`config.mk`:
```
export PLATFORM = sky130hd
export DESIGN_NAME = seg7_scan_rx_flat
export DESIGN_NICKNAME = d
export VERILOG_FILES = /design/src/rtl/seg7_pkg.sv /design/src/rtl/seg7_scan_rx_if.sv /design/src/rtl/seg7_pat_decode.sv /design/src/rtl/seg7_scan_rx.sv /design/src/flat_wrapper.sv
export SDC_FILE = /design/constraint.sdc
export NUM_CORES = 1
export LEC_CHECK = 0
export BUFFER_PORTS_ARGS = -buffer_cell sky130_fd_sc_hd__buf_2
export CAP_MARGIN = 20
export CORE_AREA = 2 2 100 82
export DETAILED_ROUTE_END_ITERATION = 7
export DIE_AREA = 0 0 102 84
export GPL_ROUTABILITY_DRIVEN = 0
export PLACE_DENSITY = 0.58
export SKIP_CTS_REPAIR_TIMING = 1
export SYNTH_ARGS = -nofsm -noshare
export SYNTH_HDL_FRONTEND = slang
export SYNTH_SLANG_ARGS = --single-unit
export TNS_END_PERCENT = 20
```
`constraint.sdc`:
```
create_clock -name clk -period 4.59 [get_ports clk]
set_input_delay 0.2295 -clock clk [delete_from_list [all_inputs] [get_ports clk]]
set_output_delay 0.2295 -clock clk [all_outputs]
set_load 0.005 [all_outputs]
```
`src/rtl/seg7_pkg.sv`:
```
// Shared constants for the active-low seven-segment receive path:
// segment polarity, the legal glyph patterns and the scan FSM states.
package seg7_pkg;

  localparam logic SEG_ON  = 1'b0;
  localparam logic SEG_OFF = 1'b1;

  // Bit order 6..0 = middle, upper-left, lower-left, bottom,
  // lower-right, upper-right, top. A 0 bit lights its segment.
  localparam logic [6:0] SEG_0     = 7'b1000000;
  localparam logic [6:0] SEG_1     = 7'b1111001;
  localparam logic [6:0] SEG_2     = 7'b0100100;
  localparam logic [6:0] SEG_3     = 7'b0110000;
  localparam logic [6:0] SEG_4     = 7'b0011001;
  localparam logic [6:0] SEG_5     = 7'b0010010;
  localparam logic [6:0] SEG_6     = 7'b0000010;
  localparam logic [6:0] SEG_7     = 7'b1111000;
  localparam logic [6:0] SEG_8     = 7'b0000000;
  localparam logic [6:0] SEG_9     = 7'b0011000;
  localparam logic [6:0] SEG_BLANK = {7{SEG_OFF}};

  localparam logic [3:0] CODE_BLANK = 4'hF;

  typedef enum logic [1:0] {
    IDLE   = 2'd0,
    SETTLE = 2'd1,
    HOLD   = 2'd2
  } scan_state_t;

endpackage

```
`src/rtl/seg7_scan_rx_if.sv`:
```
// Frame output channel of the seven-segment receiver.
// Handshake: a frame moves on every rising clk edge where out_valid and
// out_ready are both 1. While out_valid is 1 and out_ready is 0 the source
// holds out_digits stable and keeps out_valid asserted; out_ready may be
// driven independently of out_valid.
interface seg7_scan_rx_if #(
  parameter int NUM_DIG = 4
) ();

  logic [4*NUM_DIG-1:0] out_digits;
  logic                 out_valid;
  logic                 out_ready;

  modport master (output out_digits, output out_valid, input out_ready);
  modport slave  (input out_digits, input out_valid, output out_ready);

endinterface

```
`src/rtl/seg7_pat_decode.sv`:
```
// Combinational decode of one active-low segment pattern to a digit code.
// Anything other than 0-9 or fully blank is reported as illegal.
module seg7_pat_decode
  import seg7_pkg::*;
(
  input  logic [6:0] seg,
  output logic       legal,
  output logic [3:0] code
);

  // Exact-match lookup; illegal patterns report the blank code as filler.
  always_comb begin
    legal = 1'b1;
    code  = CODE_BLANK;
    case (seg)
      SEG_0:     code = 4'd0;
      SEG_1:     code = 4'd1;
      SEG_2:     code = 4'd2;
      SEG_3:     code = 4'd3;
      SEG_4:     code = 4'd4;
      SEG_5:     code = 4'd5;
      SEG_6:     code = 4'd6;
      SEG_7:     code = 4'd7;
      SEG_8:     code = 4'd8;
      SEG_9:     code = 4'd9;
      SEG_BLANK: code = CODE_BLANK;
      default:   legal = 1'b0;
    endcase
  end

endmodule

```
`src/rtl/seg7_scan_rx.sv`:
```
// Seven-segment scan receiver: samples the multiplexed segment bus, waits
// for each strobed pattern to hold for STABLE_CYC samples, decodes it into
// its digit slot and emits a full frame once every digit has been captured.
module seg7_scan_rx
  import seg7_pkg::*;
#(
  parameter int NUM_DIG    = 4,
  parameter int STABLE_CYC = 4
) (
  input  logic               clk,
  input  logic               rst,
  input  logic [6:0]         seg_in,
  input  logic [NUM_DIG-1:0] dig_en_n,
  output logic [NUM_DIG-1:0] err,
  output scan_state_t        state,
  seg7_scan_rx_if.master     frm
);

  localparam int CW = $clog2(STABLE_CYC + 1);
  localparam logic [CW-1:0] CNT_MAX = CW'(STABLE_CYC);
  localparam logic [CW-1:0] CNT_ONE = CW'(1);

  logic [6:0]           r_seg, p_seg;
  logic [NUM_DIG-1:0]   r_en, p_en;
  logic [CW-1:0]        cnt, cnt_nxt;
  scan_state_t          state_nxt;
  logic                 capture;
  logic                 one_cold;
  logic                 changed;
  logic                 dec_legal;
  logic [3:0]           dec_code;
  logic [4*NUM_DIG-1:0] slots;
  logic [NUM_DIG-1:0]   cap;
  logic                 frame_load;

  seg7_pat_decode u_dec (
    .seg   (r_seg),
    .legal (dec_legal),
    .code  (dec_code)
  );

  // Input sampling plus a one-cycle-old copy used for stability detection.
  always_ff @(posedge clk) begin
    if (rst) begin
      r_seg <= SEG_BLANK;
      r_en  <= '1;
      p_seg <= SEG_BLANK;
      p_en  <= '1;
    end else begin
      r_seg <= seg_in;
      r_en  <= dig_en_n;
      p_seg <= r_seg;
      p_en  <= r_en;
    end
  end

  // Exactly one strobe low, and whether the sample moved since last cycle.
  always_comb begin
    one_cold = ($countones(~r_en) == 1);
    changed  = ({r_seg, r_en} != {p_seg, p_en});
  end

  // Scan FSM state and settle counter.
  always_ff @(posedge clk) begin
    if (rst) begin
      state <= IDLE;
      cnt   <= '0;
    end else begin
      state <= state_nxt;
      cnt   <= cnt_nxt;
    end
  end

  // Next state: count identical samples, capture once when the count
  // reaches STABLE_CYC, then hold until the bus changes.
  always_comb begin
    state_nxt = state;
    cnt_nxt   = cnt;
    capture   = 1'b0;
    case (state)
      IDLE: begin
        if (one_cold) begin
          state_nxt = SETTLE;
          cnt_nxt   = CNT_ONE;
        end else begin
          cnt_nxt = '0;
        end
      end
      SETTLE: begin
        if (!one_cold) begin
          state_nxt = IDLE;
          cnt_nxt   = '0;
        end else if (changed) begin
          cnt_nxt = CNT_ONE;
        end else if (cnt != CNT_MAX) begin
          cnt_nxt = cnt + CNT_ONE;
        end
      end
      HOLD: begin
        if (changed) begin
          if (one_cold) begin
            state_nxt = SETTLE;
            cnt_nxt   = CNT_ONE;
          end else begin
            state_nxt = IDLE;
            cnt_nxt   = '0;
          end
        end
      end
      default: begin
        state_nxt = IDLE;
        cnt_nxt   = '0;
      end
    endcase
    if (state_nxt == SETTLE && cnt_nxt == CNT_MAX) begin
      capture   = 1'b1;
      state_nxt = HOLD;
    end
  end

  // A frame loads from the slots once every digit is captured and the
  // output register is empty or being drained on this edge.
  always_comb begin
    frame_load = (&cap) && (!frm.out_valid || frm.out_ready);
  end

  // Slot capture, sticky error flags and the output frame register.
  // A capture on the same edge as a frame load keeps its cap bit, since
  // that value belongs to the next frame.
  always_ff @(posedge clk) begin
    if (rst) begin
      slots          <= '0;
      cap            <= '0;
      err            <= '0;
      frm.out_digits <= '0;
      frm.out_valid  <= 1'b0;
    end else begin
      if (frame_load) begin
        frm.out_digits <= slots;
        frm.out_valid  <= 1'b1;
        cap            <= '0;
      end else if (frm.out_ready) begin
        frm.out_valid <= 1'b0;
      end
      for (int i = 0; i < NUM_DIG; i++) begin
        if (capture && !r_en[i]) begin
          if (dec_legal) begin
            slots[4*i +: 4] <= dec_code;
            cap[i]          <= 1'b1;
          end else begin
            err[i] <= 1'b1;
          end
        end
      end
    end
  end

endmodule

```
`src/flat_wrapper.sv`:
```
// flat-port wrapper written by rule: the top's interface ports become plain ports
module seg7_scan_rx_flat import seg7_pkg::*;
#(
  parameter int NUM_DIG    = 4,
  parameter int STABLE_CYC = 4
)
  (clk, rst, seg_in, dig_en_n, err, state, frm_out_digits, frm_out_valid, frm_out_ready);
  seg7_scan_rx_if #(.NUM_DIG(NUM_DIG)) frm_i ();
  input  logic clk;
  input  logic rst;
  input  logic [6:0] seg_in;
  input  logic [NUM_DIG-1:0] dig_en_n;
  output logic [NUM_DIG-1:0] err;
  output scan_state_t state;
  output wire logic [$bits(frm_i.out_digits)-1:0] frm_out_digits;
  output wire logic [$bits(frm_i.out_valid)-1:0] frm_out_valid;
  input wire logic [$bits(frm_i.out_ready)-1:0] frm_out_ready;
  assign frm_out_digits = frm_i.out_digits;
  assign frm_out_valid = frm_i.out_valid;
  assign frm_i.out_ready = frm_out_ready;
  seg7_scan_rx #(.NUM_DIG(NUM_DIG), .STABLE_CYC(STABLE_CYC)) u_core (.clk(clk), .rst(rst), .seg_in(seg_in), .dig_en_n(dig_en_n), .err(err), .state(state), .frm(frm_i));
endmodule
```
# Word-level counts from Yosys, hierarchy flattened

Cells that the tools add are included.

Equal/unequal tests: 17
Multiplexer cells: 26
Bitwise operators: 2
$add $sub $neg: 4
Reduce and logical (&&, ||, !) cells: 26

Operator list:

| cell                                           | number |
|---|---|
| case mux 4 bit (10 select lines)               | 1 |
| adder 32 bit                                   | 1 |
| == test 32 x 2 -> 1 bit, second input constant | 1 |
| == test 7 bit, second input constant           | 4 |
| == test 7 x 5 -> 1 bit, second input constant  | 3 |
| AND reduction 2 bit                            | 8 |
| == test 7 x 6 -> 1 bit, second input constant  | 2 |
| 2-to-1 mux 1 bit                               | 14 |
| 2-to-1 mux 3 bit                               | 4 |
| != test 11 bit                                 | 1 |
| OR reduction 11 bit                            | 1 |
| case mux 3 bit (3 select lines)                | 1 |
| 2-to-1 mux 2 bit                               | 4 |
| == test 7 x 2 -> 1 bit, second input constant  | 1 |
| logical NOT 7 bit                              | 1 |
| logical AND 1 bit                              | 6 |
| case mux 2 bit (3 select lines)                | 1 |
| logical NOT 1 bit                              | 5 |
| adder 1 x 1 -> 2 bit                           | 2 |
| == test 2 x 1 -> 1 bit, second input constant  | 2 |
| 2-to-1 mux 4 bit                               | 1 |
| NOT 4 bit                                      | 1 |
| AND reduction 4 bit                            | 1 |
| adder 3 x 1 -> 3 bit, second input constant    | 1 |
| 8 further kinds                                | 8 |

Flip-flop bits (word level): 68
Logic and storage cells: 93

# Depth between registers and ports, before layout

Gate-level depths: netlist of the first run.

Word-level depth: 12
Gate-level depth with buffers: 10

# Cells and area by module

Synthesis of the first run repeated with hierarchy kept, for this count alone.

Cell total of the unflattened synthesis: 314
Area, all modules: 2892.8 um2

By module, submodules not included:

| module          | area each (um2) | seq. area each (um2) | instances | cells an instance |
|---|---|---|---|---|
| seg7_scan_rx    | 2651.3          | 1361.3               | 1         | 275 |
| seg7_pat_decode | 241.5           | 0.0                  | 1         | 39 |

# Worst setup path before layout of the first run

Ideal clock, no wire load.

Path type: reg2reg
From: register u_core.r_en[2]
To: register u_core.slots[1]
Stages on the path, launching flop included: 11
Path slack: 1.501 ns
Setup time: 0.086 ns
Arrival: 3.003 ns
Path through: dfxtp_1 inv_1 ha_1 ha_1 fa_1 or3b_1 nor3_2 o21ai_1 nor3_2 a21oi_1 a211oi_1

Cells in the longest elaborated chain, start to end: 12

RTL lines:

| item                                                                                      | line                                    | source |
|---|---|---|
| from (decl)                                                                               | seg7_scan_rx.sv:24                      | `logic [NUM_DIG-1:0] r_en, p_en;` |
| from (signal assigned)                                                                    | seg7_scan_rx.sv:51                      | `r_en <= dig_en_n;` |
| NOT 4 bit                                                                                 | seg7_scan_rx.sv:59                      | `one_cold = ($countones(~r_en) == 1);` |
| adder 1 x 1 -> 2 bit (implied by the code)                                                | seg7_scan_rx.sv:59                      |  |
| adder 32 bit (implied by the code)                                                        | seg7_scan_rx.sv:59                      |  |
| == test 32 x 2 -> 1 bit                                                                   | seg7_scan_rx.sv:59                      |  |
| 2-to-1 mux 1 bit                                                                          | seg7_scan_rx.sv:82, seg7_scan_rx.sv:101 |  |
| 2-to-1 mux 3 bit / 2-to-1 mux 2 bit (equally long branches)                               | seg7_scan_rx.sv:100                     | `if (changed) begin` |
| case mux 3 bit (3 select lines) / case mux 2 bit (3 select lines) (equally long branches) | seg7_scan_rx.sv:80                      | `case (state)` |
| == test 3 bit / == test 2 x 1 -> 1 bit (equally long branches)                            | seg7_scan_rx.sv:115                     | `if (state_nxt == SETTLE && cnt_nxt == CNT_MAX) begin` |
| logical AND 1 bit *                                                                       | seg7_scan_rx.sv:115                     |  |
| 2-to-1 mux 1 bit *                                                                        | seg7_scan_rx.sv:115                     |  |
| logical AND 1 bit *                                                                       | seg7_scan_rx.sv:146                     | `if (capture && !r_en[i]) begin` |
| AND reduction 2 bit (no source line) *                                                    | -                                       |  |
| to (signal, indexed assignment)                                                           | seg7_scan_rx.sv:148                     | `slots[4*i +: 4] <= dec_code;` |
| to (decl)                                                                                 | seg7_scan_rx.sv:32                      | `logic [4*NUM_DIG-1:0] slots;` |

Mark *: on every way between the ends. The rest lies on a longest branch, timed or not.
A chain may end at the register's enable or synchronous reset.

# Worst setup path in the final report of the first run

From: register u_core.r_en[1]
To: register u_core.slots[2]

Same word-level chain as after synthesis.

==> results.toml, run 1 <==
[worst_setup_path]
crit_family = "simple AND/OR/NAND/NOR gates"
crit_start = "u_core.r_en[1]"
timing.rr.start = "u_core.r_en[1]"
cp_cell_sequence = "inv_1 -> ha_1 -> ha_1 -> fa_1 -> or3b_1 -> nor3_2 -> o21ai_1 -> nor3_2 -> a21oi_1 -> a211oi_1"
worstPathArrival_ns = 3.90
crit_path_max_fanout = 7
worst-path-buf-inv = 1
crit_path_max_incr_delay_ns = 0.53
worstSetupPathType = "reg2reg"
cp_slowest_cell = "nor3_2"
worstPathRequired_ns = 4.84
endpoint_kind = "register"
cp-start-kind = "register"

[synthesis]
synthAdderAreaFrac = 0.0279
synth_nets = 347
synth-simple-area-share = 0.260
synth.area.mux_share = 0.00338
synthFlopType = "dfxtp_1"
yosysUniqueCellTypes = 48
synth_xor_area_frac = 0.0414
synth_edf_count = 0
synth_top_family_by_area = "simple AND/OR/NAND/NOR gates"
syn_area_per_cell_sq_um = 9.05
netlist_area_sq_mm = 0.00296
synthArstFlopShare = 0
synth_compound_area_frac = 0.156
ys_ff_latch = 68
syn_inst = 327
yosysWarnings = 0
yosysSeqAreaShare = 0.460

[clocking]
clk_path_buf_depth = 2
insertion_delay_ns = 0.33
htreeDepth = 3
cts_tree = "done"
cts-root-buf = "clkbuf_8"
cts_made_buffers = 9
clk_pin_slew_ns = 0.07
clock-sinks = 68

[timing]
drv_slew = 0
hold_slack_ns = 0.0707
setup_tns_ns = 0
relSlewSlack = 0.361
hold_violations = 0
period_needed_ns = 3.65
max_freq_ghz = 0.274
min_period_over_period = 0.795
setup-violations-final = 0
rsz0062_at_grt = "false"
fin_worst_skew_ns = 0.00836
worst_pin_slew_ns = 0.952

[global_routing]
grt_pass1_wl_um = 10100
grt-ovfl-total = 0
antenna_found_initial = 0
grt_max_degree = 69
grt_use_total = 0.151
grt_pass1_vias = 2125

[run]
cap_violations = 0

[place]
dp_hpwl_um = 4210
numPortBuffers = 36

[routing]
drtPass1Iterations = 4
remaining_drc_errors = 0
drtIter0Drc = 49
vias = 2286
viasPerCell = 4.92
ant_nets = 0
finalWirelength_um = 6140
wl_per_cell_um = 13.2

[power]
p_per_area_mw_per_mm2 = 347
p_total_uw = 1170
ir_drop_uv = 176
p_leak_uw = 0.00129

[floorplanning]
die_y_um = 84
dieArea_sq_mm = 0.00857
ios = 37
num_rows = 29
start_util = 0.385
die_w_um = 102
core_area_sq_mm = 0.00769

[hold_path]
hp-class = "in2reg"
hp-start = "seg_in[1]"

[cells_and_area]
drive_above_1_share = 0.249
layout_commonest_cell = "dfxtp_1"
syn2layout_area_growth_pct = 13.6
diodes = 0
nets = 375
mostFrequentLayoutCells = "dfxtp_1 (68), a21oi_1 (48), nand2_1 (45), buf_2 (36), or2_2 (23)"

[status]
status = "finished, final reports clean"
==> stage by stage <==
step                      setup slack [ns]   util  cells  instance area, sq um
after CTS                            0.973  0.433    463                  3330
final                                0.941  0.437    465                  3360
after floorplan                       1.50      -    327                  2960
after global placement                1.17  0.410    450                  3160
after detailed placement              1.01  0.410    450                  3160
after global routing                 0.733  0.437    465                  3360
==> cells by family after synthesis <==
kind of cell	Yosys count
flip-flops	68
AND/OR/NAND/NOR	133
AO/OA/AOI/OAI	75
XOR/XNOR	14
adder cells (fa/ha/maj)	6
buffers and inverters	30
multiplexers	1
==> worst reg2reg max path: stages (launching register included) <==
cell,delay (ns)
dfxtp_1,0.45
inv_1,0.09
ha_1,0.29
ha_1,0.22
fa_1,0.44
or3b_1,0.46
nor3_2,0.32
o21ai_1,0.41
nor3_2,0.53
a21oi_1,0.14
a211oi_1,0.21
==> routing by layer <==
metal | routed length (um) | track usage | share of wire
met5 | 0 | 0 | 0
met4 | 62 | 0.0376 | 0.010
met3 | 274 | 0.0595 | 0.045
met2 | 2640 | 0.218 | 0.43
met1 | 3170 | 0.212 | 0.52
==> state kept, by name (all words and copies together) (netlist names) <==
| signal | cells |
|---|---|
| u_core.state | 2 |
| u_core.frm.out_valid | 1 |
| u_core.r_en | 4 |
| u_core.slots | 16 |
| u_core.err | 4 |
| u_core.cnt | 3 |
| u_core.r_seg | 7 |
| u_core.p_seg | 7 |
| u_core.p_en | 4 |
| u_core.frm.out_digits | 16 |
| u_core.cap | 4 |
==> layout make-up <==
type / instances / area [sq um]
Inverter: 9 / 33.8
Multi-Input combinational cell: 229 / 1450
Sequential cell: 68 / 1360
Clock inverter: 3 / 40.0
Clock buffer: 10 / 138
Tap cell: 108 / 135
Timing Repair Buffer: 38 / 208
Fill cell: 799 / 4330
==> power breakdown <==
| part | leakage [uW] | switching, uW | internal (uW) |
|---|---|---|---|
| sequential | 0.000553 | 18.6 | 602 |
| clock | 0.0000939 | 206 | 255 |
| combinational | 0.000645 | 47.7 | 37.0 |
| total | 0.00129 | 272 | 894 |
==> cells in the mapped netlist (2+ instances only) <==
| cell type | n | area [sq um] |
|---|---|---|
| nor3b_1 | 2 | 15.0 |
| or2_2 | 23 | 144 |
| nand2b_1 | 3 | 18.8 |
| nor4_1 | 2 | 12.5 |
| or3_1 | 2 | 12.5 |
| o21a_1 | 2 | 15.0 |
| xor2_1 | 13 | 114 |
| dfxtp_1 | 68 | 1360 |
| clkbuf_1 | 12 | 45.0 |
| inv_1 | 9 | 33.8 |
| ha_1 | 5 | 62.6 |
| nor4_2 | 3 | 37.5 |
| nor3_2 | 2 | 20.0 |
| a211oi_1 | 16 | 120 |
| nand2_1 | 45 | 169 |
| o21ai_0 | 2 | 10.0 |
| nand3_1 | 4 | 20.0 |
| buf_2 | 5 | 25.0 |
| a21oi_1 | 48 | 240 |
| nor3_4 | 3 | 48.8 |
| nand4_1 | 4 | 25.0 |
| nor2b_1 | 7 | 43.8 |
| buf_6 | 3 | 33.8 |
| nor2_1 | 12 | 45.0 |
| nor3_1 | 9 | 45.0 |
==> path summary, 6_finish.rpt <==
kind,end,slack [ns],cells after the start
max reg2reg,u_core.slots[2],0.94,10
min reg2reg,u_core.frm.out_digits[10],0.45,2
max,u_core.slots[2],0.94,10
min,u_core.r_seg[1],0.07,2
Note: power is estimated with default switching activity, not from simulation.
==> run 2, diff against run 1 <==
PLACE_DENSITY = 0.6   (was 0.58)
clock period = 3 ns   (was 4.59 ns; I/O delays follow)
==> results.toml, run 2 (synthesis gave the netlist of run 1 again) <==
[worst_setup_path]
timing.rr.start = "u_core.r_en[2]"
crit_start = "u_core.r_en[2]"
regToRegSetupSlack_ns = 0.07
worstSetupPathType = "reg2reg"
worstPathRequired_ns = 3.23
crit_path_end = "u_core.slots[10]"
r2r_cells = 10
reg2reg_to = "u_core.slots[10]"
crit_path_max_fanout = 7
worstPathArrival_ns = 3.16
endpoint_kind = "register"
cp-start-kind = "register"

[place]
numPortBuffers = 36
dp_hpwl_um = 4470
placed_cells = 457
dpl_cell_area_sq_mm = 0.00321

[routing]
finalWirelength_um = 6690
wl_met1_um = 3280
wl_per_cell_um = 13.5
topRoutingLayerUsed = "met4"
drtIter0Drc = 79
remaining_drc_errors = 0
vias = 2476
drtPass1Iterations = 5
viasPerCell = 4.99
dr_wl_met3_um = 272
ant_nets = 0
met2WireLength_um = 3040

[timing]
hold_slack_ns = 0.122
hold_violations = 0
setup-violations-final = 0
period_needed_ns = 2.93
max_freq_ghz = 0.342
relSlewSlack = 0.351
worst_pin_slew_ns = 0.971
min_period_over_period = 0.976
fin_worst_skew_ns = 0.00754
drv_slew = 0

[global_routing]
grt-ovfl-total = 0
grt_pass1_vias = 2194
grt_use_total = 0.158
grt_pass1_wl_um = 10600
antenna_found_initial = 0
grt_max_degree = 69

[cells_and_area]
reg_top3 = "u_core.frm.out_digits: 16 flops, u_core.slots: 16 flops"
mostFrequentLayoutCells = "dfxtp_1 (64), nand2_1 (45), a21oi_1 (42), buf_2 (36), or2_2 (23)"
diodes = 0
fillers = 766
design_area_sq_mm = 0.00380
nets = 404
syn2layout_area_growth_pct = 28.4
drive_above_1_share = 0.343
stdcell_count = 496
layout_commonest_cell = "dfxtp_1"

[clocking]
cts-root-buf = "clkbuf_8"
clock-sinks = 68
cts_made_buffers = 9
insertion_delay_ns = 0.34
htreeDepth = 3
cts_tree = "done"
clk_path_buf_depth = 2
clk_pin_slew_ns = 0.07

[floorplanning]
num_rows = 29
die_y_um = 84
die_w_um = 102
start_util = 0.385
dieArea_sq_mm = 0.00857
core_area_sq_mm = 0.00769
ios = 37

[power]
ir_drop_uv = 228
clkPwrFrac = 0.429
p_int_uw = 1510
p_sw_uw = 444
p_leak_uw = 0.00147
seqPwrFrac = 0.484
p_per_area_mw_per_mm2 = 514
swShare = 0.227
combPwrFrac = 0.087

[hold_path]
hold_path_depth = 3
hp-class = "in2reg"

[status]
status = "finished, final reports clean"

[run]
cap_violations = 0
run 2: routing by layer:
layer,track usage,up-vias
met5,0,-
met4,0.0436,0
met3,0.0553,9
met2,0.230,55
met1,0.220,1160
li1,-,1252
run 2: worst min path at each step:
| stage | end | slack [ns] | startpoint |
|---|---|---|---|
| final | u_core.frm.out_valid | 0.12 | frm_out_ready |
| after floorplan | u_core.r_en[0] | 0.25 | dig_en_n[0] |
| after global placement | u_core.r_seg[1] | 0.33 | seg_in[1] |
| after global routing | u_core.frm.out_valid | 0.14 | frm_out_ready |
| after detailed placement | u_core.r_seg[1] | 0.33 | seg_in[1] |
| after CTS | u_core.r_seg[1] | -0.03 | seg_in[1] |
run 2: power groups by stage:
| stage | Combinational, uW | Clock, uW | Sequential, uW |
|---|---|---|---|
| finish | 171 | 838 | 945 |
| global route | 189 | 897 | 947 |
| CTS | 138 | 858 | 944 |
| detailed placement | 137 | 0 | 965 |
| global placement | 134 | 0 | 964 |
| floorplan | 117 | 0 | 953 |
run 2: worst max-delay path: stages, from the launching register on:
cell      delay (ns)
dfxtp_2         0.32
inv_1           0.10
ha_4            0.21
ha_2            0.18
fa_1            0.44
or3b_4          0.41
nor3_4          0.30
o21ai_4         0.20
nor3_4          0.27
a21oi_1         0.11
a211oi_1        0.29
run 2: stage by stage:
step | utilization | setup WS [ns] | setup TNS [ns] | power (uW)
finish | 0.494 | 0.0719 | 0 | 1950
global route | 0.494 | -0.119 | -0.873 | 2030
CTS | 0.447 | -0.0571 | -0.211 | 1940
detailed placement | 0.418 | -0.0199 | -0.0448 | 1100
global placement | 0.418 | -0.00304 | -0.00304 | 1100
floorplan | - | 0.0342 | 0 | 1070
run 2: layout make-up:
class	count	area, sq um	share of cell area
multi-input combinational	229	1570	0.413
clock buffer	11	151	0.0398
clock inverter	4	72.6	0.0191
sequential	68	1370	0.360
tap	108	135	0.0356
inverter	9	33.8	0.00889
timing repair buffer	67	473	0.124
==> run 3, diff against run 2 <==
REMOVE_ABC_BUFFERS = 1   (was not set)
==> results.toml, run 3 (synthesis gave the netlist of run 1 again) <==
[status]
status = "finished, final reports clean"

[routing]
drtPass1Iterations = 4
vias = 2389
finalWirelength_um = 6240
drtIter0Drc = 103
wl_per_cell_um = 12.8
remaining_drc_errors = 0
ant_nets = 0
viasPerCell = 4.90

[power]
p_total_uw = 1840
ir_drop_uv = 291
p_leak_uw = 0.00139
p_per_area_mw_per_mm2 = 511

[cells_and_area]
layout_commonest_cell = "dfxtp_1"
syn2layout_area_growth_pct = 21.5
diodes = 0
nets = 395
stdcell_count = 488
reg_top3 = "u_core.frm.out_digits: 16 flops, u_core.slots: 16 flops"
mostFrequentLayoutCells = "dfxtp_1 (68), a21oi_1 (48), nand2_1 (45), buf_2 (36), or2_2 (23)"
drive_above_1_share = 0.282
fin_util = 0.467

[timing]
relSlewSlack = 0.522
fin_worst_skew_ns = 0.0112
worst_pin_slew_ns = 0.717
drv_slew = 0
period_needed_ns = 2.84
setup-violations-final = 0
setup_tns_ns = 0
rsz0062_at_grt = "false"
hold_violations = 0
min_period_over_period = 0.946
max_freq_ghz = 0.352

[clocking]
htreeDepth = 3
clk_pin_slew_ns = 0.07
cts_tree = "done"
cts_made_buffers = 9
clock-sinks = 68
cts-root-buf = "clkbuf_8"
clk_path_buf_depth = 2
insertion_delay_ns = 0.33

[worst_setup_path]
crit_path_max_fanout = 7
endpoint_kind = "register"
crit_path_max_incr_delay_ns = 0.43
cp_cell_sequence = "inv_1 -> ha_1 -> ha_1 -> fa_1 -> or3b_4 -> nor3_2 -> o21ai_1 -> buf_4 -> nor3_4 -> a21oi_1 -> a211oi_1"
worst-path-buf-inv = 2
cp_slowest_cell = "fa_1"
regToRegSetupSlack_ns = 0.16
worstPathArrival_ns = 3.08
worstSetupPathType = "reg2reg"
crit_family = "adder cells"
worstPathRequired_ns = 3.24
cp-start-kind = "register"
crit_path_frequent_cell = "ha_1"

[floorplanning]
core_area_sq_mm = 0.00769
num_rows = 29
start_util = 0.385
die_w_um = 102
die_y_um = 84
dieArea_sq_mm = 0.00857
ios = 37

[global_routing]
grt_pass1_wl_um = 10600
grt_pass1_vias = 2201
antenna_found_initial = 0
grtUsageMet2 = 0.231
grt-ovfl-total = 0
met3_usage = 0.0486
grt_util_met1 = 0.220
grt_max_degree = 69
busiest_layer = "met2"
grt_use_total = 0.156

[place]
placed_cells = 460
numPortBuffers = 36
dp_hpwl_um = 4260

[run]
cap_violations = 0

[hold_path]
hp-class = "in2reg"
-- run 3: cell count changes in the layout (fill, tap and decap cells not counted), sizes merged --
cell         before  now
bufinv            2    1
buf              56   49
clkinv            1    2
dlygate4sd3      11    9
clkinvlp          1    2
-- run 3: final timing paths --
| path | start | to | cells past startpoint |
|---|---|---|---|
| max | u_core.r_en[0] | u_core.slots[10] | 11 |
| min | dig_en_n[2] | u_core.r_en[2] | 2 |
| max reg2reg | u_core.r_en[0] | u_core.slots[10] | 11 |
| min reg2reg | u_core.frm.out_digits[10] | u_core.frm.out_digits[10] | 2 |
-- run 3: power by group --
group	internal, uW	switching [uW]
Sequential	920	24.0
Combinational	73.2	81.8
Clock	387	349
Total	1380	455
-- run 3: final cells by class --
cell class                      instances  area (sq um)
Multi-Input combinational cell        229          1480
Clock buffer                           11           131
Fill cell                             803          4100
Clock inverter                          5          62.6
Sequential cell                        68          1360
Inverter                                9          33.8
Timing Repair Buffer                   58           388
Tap cell                              108           135
-- run 3: layer usage --
layer  part of all wire  vias to the layer above
met3              0.042                        6
met4              0.011                        0
met5                  0                        -
met2               0.45                       49
met1               0.50                     1106
li1                   -                     1228
-- run 3: through the flow --
stage	setup WS [ns]	instance area [sq um]	hold slack (ns)
after floorplan	-0.0890	2840	0.219
after global placement	0.153	3230	0.333
after detailed placement	0.0869	3230	0.335
after CTS	0.0417	3430	-0.0251
after global routing	0.00364	3600	0.0116
final	0.161	3600	0.0141
